===== config.mk =====
export PLATFORM = sky130hd
export DESIGN_NAME = pipe_hazard_ctrl
export DESIGN_NICKNAME = d
export VERILOG_FILES = /design/src/rtl/pipe_ctrl_pkg.sv /design/src/rtl/hazard_detect.sv /design/src/rtl/pipe_hazard_ctrl.sv
export SDC_FILE = /design/constraint.sdc
export NUM_CORES = 1
export LEC_CHECK = 0
export BUFFER_PORTS_ARGS = -buffer_cell sky130_fd_sc_hd__buf_2
export CAP_MARGIN = 40
export CORE_MARGIN = 2
export CORE_UTILIZATION = 42
export CTS_BUF_LIST = sky130_fd_sc_hd__clkbuf_4 sky130_fd_sc_hd__clkbuf_8
export DETAILED_ROUTE_END_ITERATION = 7
export GPL_ROUTABILITY_DRIVEN = 0
export GPL_TIMING_DRIVEN = 0
export MAX_ROUTING_LAYER = met4
export PLACE_DENSITY = 0.68
export SLEW_MARGIN = 20
export SYNTH_ARGS = -nofsm -noshare
export SYNTH_HDL_FRONTEND = slang
export SYNTH_SLANG_ARGS = --single-unit
export TNS_END_PERCENT = 1

===== constraint.sdc =====
create_clock -name Clk -period 2.5 [get_ports Clk]
set_input_delay 0.125 -clock Clk [delete_from_list [all_inputs] [get_ports Clk]]
set_output_delay 0.125 -clock Clk [all_outputs]
set_load 0.05 [all_outputs]

===== src/rtl/pipe_ctrl_pkg.sv =====
// Shared definitions for the pipeline hazard controller.
//   state_t           : sequencing FSM state encoding
//   MemTimeoutDefault : default number of not-ready memory cycles tolerated
//   RegZero           : architectural $zero register index
package pipe_ctrl_pkg;

  typedef enum logic [1:0] {
    StRun     = 2'd0,
    StMemWait = 2'd1,
    StError   = 2'd2
  } state_t;

  localparam int unsigned MemTimeoutDefault = 16;
  localparam logic [4:0]  RegZero           = 5'd0;

endpackage


===== src/rtl/hazard_detect.sv =====
// Combinational hazard detection for the 5-stage pipeline.
// Inputs : ID-stage source fields (IDRsIn, IDRtIn, IDUsesRtIn), EX-stage load
//          info (IDEXMemReadIn, IDEXRegDstIn), branch resolution (BranchTakenIn).
// Outputs: LoadUseOut - instruction in ID needs the result of the load in EX.
//          BranchOut  - taken branch/jump in EX requires a redirect.
module hazard_detect
  import pipe_ctrl_pkg::*;
(
  input  logic [4:0] IDRsIn,
  input  logic [4:0] IDRtIn,
  input  logic       IDUsesRtIn,
  input  logic       IDEXMemReadIn,
  input  logic [4:0] IDEXRegDstIn,
  input  logic       BranchTakenIn,
  output logic       LoadUseOut,
  output logic       BranchOut
);

  logic rsMatch;
  logic rtMatch;

  always_comb begin
    rsMatch    = (IDEXRegDstIn == IDRsIn);
    rtMatch    = IDUsesRtIn && (IDEXRegDstIn == IDRtIn);
    // Loads to $zero never produce a value, so they cannot create a dependence.
    LoadUseOut = IDEXMemReadIn && (IDEXRegDstIn != RegZero) && (rsMatch || rtMatch);
    BranchOut  = BranchTakenIn;
  end

endmodule


===== src/rtl/pipe_hazard_ctrl.sv =====
// Central sequencing unit for the 5-stage MIPS pipeline.
// Inputs : Clk, Rst (synchronous, active-high), ID/EX hazard fields, BranchTakenIn,
//          EXMEMMemAccessIn/MemReadyIn memory handshake.
// Outputs: PC and pipeline-register write/flush controls (Mealy, same-cycle),
//          MemErrorOut (sticky timeout error), StallCntOut (saturating count of
//          cycles with PCWriteOut low).
module pipe_hazard_ctrl
  import pipe_ctrl_pkg::*;
#(
  parameter int unsigned MEM_TIMEOUT = MemTimeoutDefault,
  parameter int unsigned STALL_CNT_W = 16
) (
  input  logic                   Clk,
  input  logic                   Rst,
  input  logic [4:0]             IDRsIn,
  input  logic [4:0]             IDRtIn,
  input  logic                   IDUsesRtIn,
  input  logic                   IDEXMemReadIn,
  input  logic [4:0]             IDEXRegDstIn,
  input  logic                   BranchTakenIn,
  input  logic                   EXMEMMemAccessIn,
  input  logic                   MemReadyIn,
  output logic                   PCWriteOut,
  output logic                   IFIDWriteOut,
  output logic                   IFIDFlushOut,
  output logic                   IDEXWriteOut,
  output logic                   IDEXFlushOut,
  output logic                   EXMEMWriteOut,
  output logic                   MEMWBFlushOut,
  output logic                   MemErrorOut,
  output logic [STALL_CNT_W-1:0] StallCntOut
);

  localparam logic [7:0] WaitLast = 8'(MEM_TIMEOUT - 1);

  state_t                 stateQ, stateD;
  logic [7:0]             waitCntQ, waitCntD;
  logic                   memErrQ, memErrD;
  logic [STALL_CNT_W-1:0] stallCntQ, stallCntD;

  logic loadUse;
  logic branch;
  logic freeze;

  hazard_detect uHazardDetect (
    .IDRsIn        (IDRsIn),
    .IDRtIn        (IDRtIn),
    .IDUsesRtIn    (IDUsesRtIn),
    .IDEXMemReadIn (IDEXMemReadIn),
    .IDEXRegDstIn  (IDEXRegDstIn),
    .BranchTakenIn (BranchTakenIn),
    .LoadUseOut    (loadUse),
    .BranchOut     (branch)
  );

  assign freeze = EXMEMMemAccessIn && !MemReadyIn;

  // Next-state: FSM, consecutive-freeze counter and sticky error.
  always_comb begin
    stateD   = stateQ;
    waitCntD = waitCntQ;
    memErrD  = memErrQ;
    if (Rst) begin
      stateD   = StRun;
      waitCntD = 8'd0;
      memErrD  = 1'b0;
    end else begin
      unique case (stateQ)
        StRun, StMemWait: begin
          if (freeze) begin
            if (waitCntQ == WaitLast) begin
              stateD   = StError;
              waitCntD = 8'd0;
              memErrD  = 1'b1;
            end else begin
              stateD   = StMemWait;
              waitCntD = waitCntQ + 8'd1;
            end
          end else begin
            stateD   = StRun;
            waitCntD = 8'd0;
          end
        end
        StError: stateD = StError;
        default: begin
          stateD   = StRun;
          waitCntD = 8'd0;
        end
      endcase
    end
  end

  // Control outputs, priority: reset > error > memory freeze > branch > load-use.
  always_comb begin
    PCWriteOut    = 1'b1;
    IFIDWriteOut  = 1'b1;
    IFIDFlushOut  = 1'b0;
    IDEXWriteOut  = 1'b1;
    IDEXFlushOut  = 1'b0;
    EXMEMWriteOut = 1'b1;
    MEMWBFlushOut = 1'b0;
    if (Rst) begin
      PCWriteOut    = 1'b0;
      IFIDWriteOut  = 1'b0;
      IFIDFlushOut  = 1'b1;
      IDEXWriteOut  = 1'b0;
      IDEXFlushOut  = 1'b1;
      EXMEMWriteOut = 1'b0;
      MEMWBFlushOut = 1'b1;
    end else if (stateQ == StError || freeze) begin
      // Hold everything upstream of MEM and bubble WB until the access ends.
      PCWriteOut    = 1'b0;
      IFIDWriteOut  = 1'b0;
      IDEXWriteOut  = 1'b0;
      EXMEMWriteOut = 1'b0;
      MEMWBFlushOut = 1'b1;
    end else if (branch) begin
      // Wrong-path instructions in IF and ID are squashed; PC takes the target.
      IFIDFlushOut = 1'b1;
      IDEXFlushOut = 1'b1;
    end else if (loadUse) begin
      PCWriteOut   = 1'b0;
      IFIDWriteOut = 1'b0;
      IDEXFlushOut = 1'b1;
    end
  end

  always_comb begin
    stallCntD = stallCntQ;
    if (Rst) begin
      stallCntD = '0;
    end else if (!PCWriteOut && (stallCntQ != '1)) begin
      stallCntD = stallCntQ + 1'b1;
    end
  end

  always_ff @(posedge Clk) begin
    stateQ    <= stateD;
    waitCntQ  <= waitCntD;
    memErrQ   <= memErrD;
    stallCntQ <= stallCntD;
  end

  assign MemErrorOut = memErrQ;
  assign StallCntOut = stallCntQ;

endmodule

Word level (Yosys, flattened, before mapping)
Cells that the tools add are included.

Flip-flop bits (word level): 27. Input bits: 22. Output and inout port bits: 24.

Add/subtract/negate cells: 2. Eq/ne operators: 6. Muxes and demuxes: 21. Reductions and logical operators: 13.

Operators with widths (count): 16-bit by 1-bit adder with 16-bit output (second input constant) (1); 8-bit 2-to-1 mux (2); 16-bit inequality test (second input constant) (1); 8-bit case mux with 2 select lines (1); 1-bit 2-to-1 mux (15); 5-bit equality test (2); 8-bit by 1-bit adder with 8-bit output (second input constant) (1); 8-bit by 4-bit equality test with 1-bit output (second input constant) (1); 1-bit logical AND (5); 5-bit nonzero test (1); 2-bit 2-to-1 mux (2); 2-bit case mux with 2 select lines (1); 3-bit AND reduction (1); 2-bit by 1-bit equality test with 1-bit output (second input constant) (1); 2-bit equality test (second input constant) (1); 1-bit zero test (2); 2-bit zero test (1); 1-bit logical OR (2); 2-bit OR reduction (1).

Logic depth before layout (Yosys ltp)
Gate-level depths: netlist of the first run.

Depth after elaboration: 10. Mapped depth: 10. Mapped depth without buffers: 7.

By module
Synthesis of the first run repeated with hierarchy kept, for this count alone.

Cell total of the unflattened synthesis: 193. Area total of the unflattened synthesis: 1675.4 µm².

By module, submodules not included: pipe_hazard_ctrl (times used 1, cells each 175, area an instance 1535.2 µm², sequential area each 540.5 µm²); hazard_detect (times used 1, cells each 18, area an instance 140.1 µm², sequential area each 0.0 µm²).

Worst setup path after synthesis of the first run
No wires, ideal clock.

Path type: register to output. Start point: register stateQ[0]. End point: output port PCWriteOut. Arrival: 2.491 ns. Slack: -0.116 ns. Stages on the path, launching flop included: 7. Cell sequence: dfxtp_1 -> nand2b_1 -> clkbuf_1 -> and2_1 -> nand2b_1 -> a21oi_1 -> buf_4.

Longest elaborated chain between the ends: 4.

RTL lines: start, declared (line pipe_hazard_ctrl.sv:36) `state_t stateQ, stateD;`; start signal, assigned (line pipe_hazard_ctrl.sv:138) `stateQ <= stateD;`; 2-bit equality test (line pipe_hazard_ctrl.sv:110) `end else if (stateQ == StError || freeze) begin`; 1-bit logical OR (line pipe_hazard_ctrl.sv:110); 1-bit 2-to-1 mux (2 in a row); end, declared (line pipe_hazard_ctrl.sv:23) `output logic PCWriteOut,`.

Every way passes these cells.

Worst setup path in the final report of the first run
Start point: register stallCntQ[0] (netlist: StallCntOut[0]). End point: register stallCntQ[1] (netlist: StallCntOut[1]).

Longest elaborated chain between the ends: 2. Elaborated cells on any way between the ends: 3.

RTL lines: start, declared (line pipe_hazard_ctrl.sv:39) `logic [STALL_CNT_W-1:0] stallCntQ, stallCntD;`; start signal, assigned (line pipe_hazard_ctrl.sv:141) `stallCntQ <= stallCntD;`; parallel branches: the longest is 2 deep, another holds 16-bit by 1-bit adder with 16-bit output.

Several ways; the timed one is not identified. A chain may end at the register's enable or synchronous reset.

==> metrics, run 1 <==
DRC=0; die span in y=63.49 um; DR pass1 iterations=4; Slew @ Worst Pin=0.4661 ns; H-tree depth=1; first-pass GRT wire length=5.520 mm; Ys Warns=0; PnR Total Power=0.0008096 W; fin nets=~250; type of origin of the critical path=flip-flop; Max Clk Rate=455.4 MHz; die area=around 4000 um^2; type of the worst setup path=reg -> reg; post-synthesis instance area=1486 um^2; Setup WS pre-CTS=0.3015 ns; Tightest Hold Check Type=in -> reg; Syn Inst Count=180; CTS tree=built; Via-to-Cell Ratio=between 5 and 6; setup TNS=0 ns; largest net degree at the start of global routing=15; #FFs+latches synth=27; WL/cell=11.73 um; synthesis-to-layout area growth=21.30%; final period utilization=between 80% and 90%; dpl hpwl=about 2.5 mm; Compound-Gate Fraction of Synth Area=18.10%; First DRT Iteration DRCs=61; post-synthesis mux area share=1.431%; XOR/XNOR Fraction of Synth Area=8.249%; required time of the critical path=2.72 ns; RSZ-0062 raised after global routing=no; Synth cell types=38; Port Buf Inserts=45; setup bufs post-CTS=0; total CTS buffers=3; post-route clock skew=0.004350 ns; CP max FO=10; CTS hold repair buffers=0; Post-Route WL=3.227 mm; clk sinks=27; layout cells sized above 1=27.51%; CTS max path bufs=2; simple-gate area share of the yosys netlist=29.04%; PwrDens=449.0 nW/um^2; Leak=0.7494 nW; final instance area=1803 um^2; Synth Area in Adders=1.684%; Max-cap violations=0; headroom to the max-slew limit=68.93%; post-route setup slack=0.3040 ns; GRT Util Overall=17.57%; Mean Syn Cell Area=just over 8 um^2; Final Hold Fails=0; Worst Path Arrival=between 2 and 2.5 ns; dpl cell area=1773 um^2; post-route minimum period=2.196 ns; Inserted Diodes=0; Max VDD drop=0.0001913 V; Clk Latency, worst-skew pair=0.33 ns; Die W=around 63 um; initial antenna violation count=0; Root Buffer=clkbuf_4; total number of vias=roughly 1.4k; post-synthesis sequential area ratio=36.36%; Ports=46; Slew Limit Fails=0; vias in the first global route=about 1.2k; grt ovf=0; largest family of logic cells by synthesized area=simple AND/OR/NAND/NOR gates; Clock Pin Slew Worst Setup and Hold Paths=0.14 ns; Final setup viols=0; final antenna-violating net count=0; nature of the critical path endpoint=flip-flop; row cnt=21; Post-CTS Resized=0; Mapped Nets=between 200 and 250; Initial Util=between 40% and 50%; status=completed; core area=3363 um^2
[per-stage QoR]
step | cells | utilization (%) | hold slack, ns
global route | 275 | 53.61 | 0.1866
floorplan | 180 | - | 0.3458
detailed placement | 271 | 52.72 | 0.4499
global placement | 271 | 52.72 | 0.4454
CTS | 275 | 53.61 | 0.1782
finish | 275 | 53.61 | 0.1803
[critical path, stage by stage (launching register included)]
cell	delay [ns]
dfxtp_1	0.44
ha_1	0.25
nand4_1	0.23
nor4_4	0.30
nor3_2	0.09
a2bb2oi_4	0.24
buf_6	0.18
buf_12	0.13
mux2i_1	0.18
nor2_1	0.05
[cell type report]
cell class                      count  area (um^2)
Fill cell                         360         1560
Multi-Input combinational cell    141        873.3
Sequential cell                    27        540.5
Timing Repair Buffer               45        225.2
Buffer                              7        57.56
Tap cell                           46        57.56
Clock buffer                        4        30.03
Inverter                            5        18.77
[cells in the mapped netlist (all sizes together)]
cell type	instances	share of area, %
nand4	6	2.5
and3	6	2.5
xor2	3	1.8
nor2b	1	0.42
and2	1	0.42
nand3	10	3.4
xnor2	11	6.5
nand2	12	3.0
clkbuf	3	0.76
mux2	1	0.76
a22o	1	0.59
nor3	2	1.0
ha	2	1.7
o22ai	1	0.84
inv	5	1.3
a21oi	19	6.4
or3	10	4.2
o21ai	17	6.0
dfxtp	27	36
nor4	2	1.9
or2	2	0.84
nand2b	4	1.7
a21o	2	1.0
or4	4	2.0
or3b	1	0.59
buf	4	3.1
a2bb2oi	1	1.8
mux2i	1	0.67
nor2	18	4.5
o31ai	3	1.5
[worst paths after layout]
check,start,end,slack [ns],cells past startpoint
setup / recovery,StallCntOut[0]$_SDFFE_PP0P_,StallCntOut[1]$_SDFFE_PP0P_,0.30,9
hold / removal,Rst,StallCntOut[7]$_SDFFE_PP0P_,0.18,3
setup reg to reg,StallCntOut[0]$_SDFFE_PP0P_,StallCntOut[1]$_SDFFE_PP0P_,0.30,9
hold reg to reg,MemErrorOut$_SDFFE_PP0P_,MemErrorOut$_SDFFE_PP0P_,0.47,2
[cell usage in the layout (no fill, tap or decap), drive strengths merged]
master | netlist | final
clkbuf | 3 | 7
or3b | 1 | 1
xor2 | 3 | 3
mux2 | 1 | 1
or4 | 4 | 4
nand3 | 10 | 10
nor3 | 2 | 2
nor2b | 1 | 1
a2bb2oi | 1 | 1
nand2 | 12 | 12
xnor2 | 11 | 11
a21o | 2 | 2
and3 | 6 | 6
o21ai | 17 | 17
nor4 | 2 | 2
or3 | 10 | 10
nand2b | 4 | 4
o31ai | 3 | 3
o22ai | 1 | 1
nand4 | 6 | 6
and2 | 1 | 1
a22o | 1 | 1
inv | 5 | 5
dfxtp | 27 | 27
mux2i | 1 | 1
or2 | 2 | 2
nor2 | 18 | 18
a21oi | 19 | 19
buf | 4 | 49
ha | 2 | 2
[routing by layer]
metal	up-vias	part of all wire [%]	GRT usage [%]
met5	-	0	-
met4	0	1.9	7.337
met3	5	5.4	2.679
met2	47	44	26.97
met1	640	48	23.04
li1	747	-	-
[power breakdown]
part / total (W) / switching [W] / internal [W]
sequential: 0.000444 / 0.00000752 / 0.000437
combinational: 0.000163 / 0.000103 / 0.0000597
clock: 0.000202 / 0.000129 / 0.0000735
total: 0.000810 / 0.000239 / 0.000570
[sequential cells by signal, indices dropped and copies added (netlist names)]
name	cells
stateQ	2
waitCntQ	8
StallCntOut	16
MemErrorOut	1
[kinds of logic (layout without fill, tap and decap cells)]
group                      count (synthesis)  after routing
and+or+nand+nor                           79             79
AOI/OAI and AO/OA                         44             44
DFF                                       27             27
xor gates and xnor gates                  14             14
buffers and inverters                     12             61
adders and majority gates                  2              2
muxes                                      2              2
Power figures use the tool's default switching activity.
==> inputs of run 2 (changes only) <==
--- a/config.mk
+++ b/config.mk
@@ -8,13 +8,13 @@
 export BUFFER_PORTS_ARGS = -buffer_cell sky130_fd_sc_hd__buf_2
 export CAP_MARGIN = 40
 export CORE_MARGIN = 2
-export CORE_UTILIZATION = 42
+export CORE_UTILIZATION = 53
 export CTS_BUF_LIST = sky130_fd_sc_hd__clkbuf_4 sky130_fd_sc_hd__clkbuf_8
 export DETAILED_ROUTE_END_ITERATION = 7
 export GPL_ROUTABILITY_DRIVEN = 0
 export GPL_TIMING_DRIVEN = 0
 export MAX_ROUTING_LAYER = met4
-export PLACE_DENSITY = 0.68
+export PLACE_DENSITY_LB_ADDON = 0.05
 export SLEW_MARGIN = 20
 export SYNTH_ARGS = -nofsm -noshare
 export SYNTH_HDL_FRONTEND = slang
==> metrics, run 2 (same netlist as run 1, synthesis figures left out) <==
Tightest Hold Check Type=in -> reg; synthesis-to-layout area growth=20.03%; most frequent cells in the layout=buf_2 (45), dfxtp_1 (27), nor2_1 (18), a21oi_1 (18), nand2_1 (12); initial antenna violation count=0; P_sw=between 0.0002 and 0.0003 W; vias in the first global route=1,289; Post-CTS Resized=0; Max Clk Rate=449.9 MHz; core area=2710 um^2; setup bufs post-CTS=0; Fill cells=roughly 250; die area=3244 um^2; Core Util, Final=65.84%; required time of the critical path=2.74 ns; row cnt=19; First DRT Iteration DRCs=60; layout cells sized above 1=27.51%; first-pass GRT wire length=5.464 mm; H-tree depth=1; Final setup viols=0; PwrDens=about 460 nW/um^2; CP max FO=10; Max-cap violations=0; nature of the critical path endpoint=flip-flop; largest net degree at the start of global routing=17; headroom to the max-slew limit=67.49%; final antenna-violating net count=0; clk sinks=27; type of the worst setup path=reg -> reg; share of power burned in registers=54.7%; type of origin of the critical path=flip-flop; Final Hold Fails=0; Inserted Diodes=0; grt ovf=0; RSZ-0062 raised after global routing=no; critical path's largest stage delay=0.43 ns; clock power share=roughly a quarter; total number of vias=1,447; Worst path slowest cell=dfxtp_1; Max VDD drop=0.0004273 V; switch share=31.23%; DR pass1 iterations=4; die span in y=~57 um; Ports=between 40 and 50; Initial Util=54.85%; status=completed; Clock Pin Slew Worst Setup and Hold Paths=0.16 ns; Die W=56.96 um; Comb power frac=20.0%; CTS tree=built; area of the multi-input gates=873.3 um^2; Post-Route WL=approximately 3.3 mm; fin nets=254; Port Buf Inserts=45; post-route clock skew=0.002306 ns; WL/cell=12.57 um; setup TNS=0 ns; GRT Util Overall=21.43%; dpl hpwl=2.552 mm; cells along the critical path=ha_1, nand4_1, nor4_4, nor3_2, a2bb2oi_4, buf_6, buf_12, mux2i_1, nor2_1; most common cell after layout, fill and taps aside=buf_2; Leak=0.7450 nW; final period utilization=88.91%; FF/Latch Area=between 500 and 600 um^2; post-route minimum period=2.223 ns; Clk Latency, worst-skew pair=~0.34 ns; DRC=0; CTS max path bufs=2; Via-to-Cell Ratio=roughly 5.6; CTS hold repair buffers=0; max reg flops=16; Slew Limit Fails=0; Root Buffer=clkbuf_4; Slew @ Worst Pin=0.4877 ns; total CTS buffers=3; P_int=around 0.00056 W; Worst Path Arrival=2.46 ns
==> run 2: final timing paths <==
| check | cells after the start | endpoint | slack (ns) | start |
|---|---|---|---|---|
| hold reg to reg | 2 | MemErrorOut$_SDFFE_PP0P_ | 0.47 | MemErrorOut$_SDFFE_PP0P_ |
| setup / recovery | 9 | StallCntOut[1]$_SDFFE_PP0P_ | 0.28 | StallCntOut[0]$_SDFFE_PP0P_ |
| setup reg to reg | 9 | StallCntOut[1]$_SDFFE_PP0P_ | 0.28 | StallCntOut[0]$_SDFFE_PP0P_ |
| hold / removal | 3 | StallCntOut[7]$_SDFFE_PP0P_ | 0.17 | Rst |
==> run 2: layout make-up <==
class / instances / share of cell area, %
Buffer: 7 / 3.226
Sequential cell: 27 / 30.29
Multi-Input combinational cell: 141 / 48.95
Clock inverter: 1 / 0.4208
Inverter: 5 / 1.052
Clock buffer: 3 / 1.262
Tap cell: 31 / 2.174
Timing Repair Buffer: 45 / 12.62
==> run 2: worst max-delay path: cells and delay by family (launching register included) <==
kind	cells	cell delay (ns)
simple gates	4	0.71
flops	1	0.43
buf+inv	2	0.31
fa+ha+maj	1	0.24
compound gates	1	0.24
mux	1	0.18
==> run 2: per-stage QoR <==
stage	hold slack, ns	cells	power (W)	setup WS (ns)	area, um^2
after floorplan	0.3458	180	0.0005687	0.1666	1490
after CTS	0.1668	260	0.0008180	0.2661	1784
after global routing	0.1846	260	0.0008448	0.09857	1784
after detailed placement	0.4516	256	0.0006173	0.2898	1754
after global placement	0.4464	256	0.0006130	0.3585	1754
final	0.1688	260	0.0008121	0.2774	1784
==> run 2: power groups by stage <==
| stage | Sequential (W) | Combinational, W | Clock (W) |
|---|---|---|---|
| floorplan | 0.000470 | 0.0000985 | 0 |
| global placement | 0.000453 | 0.000160 | 0 |
| detailed placement | 0.000453 | 0.000164 | 0 |
| CTS | 0.000444 | 0.000164 | 0.000210 |
| global route | 0.000445 | 0.000176 | 0.000224 |
| finish | 0.000444 | 0.000163 | 0.000205 |
==> run 2: per-layer routing <==
metal / part of all wire [%] / global-route usage [%]
met5: 0 / -
met4: 0.76 / 8.638
met3: 3.9 / 3.855
met2: 51 / 35.96
met1: 44 / 25.36
==> inputs of run 3 (changes only) <==
--- a/config.mk
+++ b/config.mk
@@ -5,10 +5,11 @@
 export SDC_FILE = /design/constraint.sdc
 export NUM_CORES = 1
 export LEC_CHECK = 0
+export ABC_AREA = 1
 export BUFFER_PORTS_ARGS = -buffer_cell sky130_fd_sc_hd__buf_2
 export CAP_MARGIN = 40
 export CORE_MARGIN = 2
-export CORE_UTILIZATION = 53
+export CORE_UTILIZATION = 54
 export CTS_BUF_LIST = sky130_fd_sc_hd__clkbuf_4 sky130_fd_sc_hd__clkbuf_8
 export DETAILED_ROUTE_END_ITERATION = 7
 export GPL_ROUTABILITY_DRIVEN = 0
==> metrics, run 3 <==
status=completed; Main synth FF type=dfxtp_1; required time of the critical path=2.38 ns; Mean Syn Cell Area=6.590 um^2; RSZ-0062 raised after global routing=no; Root Buffer=clkbuf_4; top cells by area, synth=dfxtp_1 (33%), nand2_1 (14%), nand3_1 (9.1%); Max-cap violations=0; fin nets=325; Clock Pin Slew Worst Setup and Hold Paths=0.15 ns; Post-synth top cells=nand2_1 (60), nor2_1 (34), nand3_1 (30), dfxtp_1 (27), inv_1 (26); WL/cell=10.02 um; Slew Limit Fails=0; DR pass1 iterations=4; largest net degree at the start of global routing=17; flop-to-flop setup slack=approximately 0.64 ns; Synth async-reset ratio=0%; CTS max path bufs=2; post-route minimum period=2.145 ns; die span in y=roughly 59 um; layout cells sized above 1=a little under a quarter; first-pass GRT wire length=5.809 mm; Tightest Hold Check Type=in -> reg; hold worst-path end=stateQ[1]$_SDFF_PP0_; r2r startpoint=StallCntOut[0]$_SDFFE_PP0P_; headroom to the max-slew limit=68.06%; reg2reg path depth=9; Max VDD drop=0.0002342 V; Setup WS pre-CTS=0.6654 ns; dpl hpwl=2.631 mm; initial antenna violation count=0; CP max FO=10; setup bufs post-CTS=0; Synth cell types=30; grt ovf=0; Ys Warns=0; CTS tree=built; Post-CTS Resized=0; Post-Route WL=between 3 and 4 mm; EDFF count, synth=0; Inserted Diodes=0; First DRT Iteration DRCs=about 110; final antenna-violating net count=0; H-tree depth=1; type of the worst setup path=reg -> out; Port Buf Inserts=45; Worst Path Arrival=2.02 ns; Yosys top cell by area=dfxtp_1; type of origin of the critical path=flip-flop; Mapped Nets=275; total number of vias=1,649; setup TNS=0 ns; row cnt=20; total CTS buffers=3; synthesis-to-layout area growth=18.08%; max reg flops=16; Leak=between 0.9 and 1 nW; post-synthesis sequential area ratio=~33%; core area=2978 um^2; DRC=0; clk sinks=27; #FFs+latches synth=27; reg2reg end=StallCntOut[0]$_SDFFE_PP0P_; final period utilization=85.79%; Max Clk Rate=466.2 MHz; Syn Inst Count=251; Via-to-Cell Ratio=slightly below 5; post-synth top area share=32.68%; Initial Util=55.55%; vias in the first global route=1,373; Ports=between 40 and 50; CTS hold repair buffers=0; Slew @ Worst Pin=0.4790 ns; Hold Path Depth=4; GRT Util Overall=21.59%; Final Hold Fails=0; most common cell after layout, fill and taps aside=nand2_1; most numerous cell in the Yosys netlist=nand2_1; post-synthesis instance area=1654 um^2; Final setup viols=0; Die W=59.35 um; post-route clock skew=0.003219 ns; PwrDens=403.7 nW/um^2; nature of the critical path endpoint=output port; post-route setup slack=0.3552 ns; die area=approximately 3500 um^2; min-delay src=MemReadyIn; Clk Latency, worst-skew pair=0.32 ns; most frequent cells in the layout=nand2_1 (60), buf_2 (46), nor2_1 (33)
==> run 3: cell count changes in the layout (fill, tap and decap cells not counted), moves of 5 or more <==
cell / delta
nand2_1: +48
inv_1: +22
nand3_1: +20
nor2_1: +15
or3_1: -10
o21ai_1: -8
and3_1: -6
inv_2: +5
xor2_1: +5
==> run 3: how the worst max path moves through the flow <==
stage	end	start	cells past startpoint	slack, ns
floorplan	PCWriteOut	stateQ[1]$_SDFF_PP0_	10	0.19
global placement	StallCntOut[0]$_SDFFE_PP0P_	StallCntOut[0]$_SDFFE_PP0P_	9	0.66
detailed placement	StallCntOut[0]$_SDFFE_PP0P_	StallCntOut[0]$_SDFFE_PP0P_	9	0.67
CTS	PCWriteOut	stateQ[1]$_SDFF_PP0_	11	0.31
global route	PCWriteOut	stateQ[1]$_SDFF_PP0_	11	0.13
finish	PCWriteOut	stateQ[1]$_SDFF_PP0_	11	0.36
==> run 3: cell families (layout without fill, tap and decap cells) <==
family	Yosys count	after routing	share of synthesized area, %
buf+inv	40	89	10.74
xor+xnor	17	17	9.002
compound gates	29	29	9.607
simple gates	136	136	36.46
flops	27	27	32.68
fa+ha+maj	2	2	1.513
==> run 3: layout make-up <==
| type | instances | area [um^2] |
|---|---|---|
| buffer | 8 | 57.56 |
| clock buffer | 3 | 22.52 |
| clock inverter | 1 | 7.507 |
| fill | 289 | 1025 |
| inverter | 32 | 120.1 |
| multi-input combinational | 184 | 938.4 |
| sequential | 27 | 540.5 |
| tap | 33 | 41.29 |
| timing repair buffer | 45 | 225.2 |
==> run 3: routing by layer <==
metal | share of wire, % | track usage, % | vias up
met4 | 0.57 | 4.870 | 0
met3 | 2.9 | 2.620 | 2
met5 | 0 | - | -
met1 | 48 | 28.36 | 720
li1 | - | - | 899
met2 | 49 | 35.48 | 28
==> run 3: metrics by stage <==
step | hold slack [ns] | cells | total power [W] | cell area [um^2] | utilization (%)
after floorplan | 0.3368 | 251 | 0.0005584 | 1657 | -
after global placement | 0.4368 | 329 | 0.0006029 | 1923 | 64.58
after detailed placement | 0.4443 | 329 | 0.0006039 | 1923 | 64.58
after CTS | 0.08952 | 333 | 0.0008002 | 1953 | 65.59
after global routing | 0.1210 | 333 | 0.0008314 | 1953 | 65.59
final | 0.1052 | 333 | 0.0007885 | 1953 | 65.59
==> run 3: critical path, stage by stage (launching register included) <==
cell and delay [ns]:
dfxtp_1 0.38, inv_2 0.05, nor2_1 0.18, inv_2 0.09, nand2_1 0.11, nor2_2 0.06
nand2_1 0.12, buf_4 0.19, buf_6 0.14, inv_1 0.05, buf_4 0.12, buf_2 0.20
==> run 3: power breakdown <==
part	internal, W	switching (W)
Combinational	0.0000501	0.000100
Clock	0.0000611	0.000134
Sequential	0.000437	0.00000632
Total	0.000548	0.000241
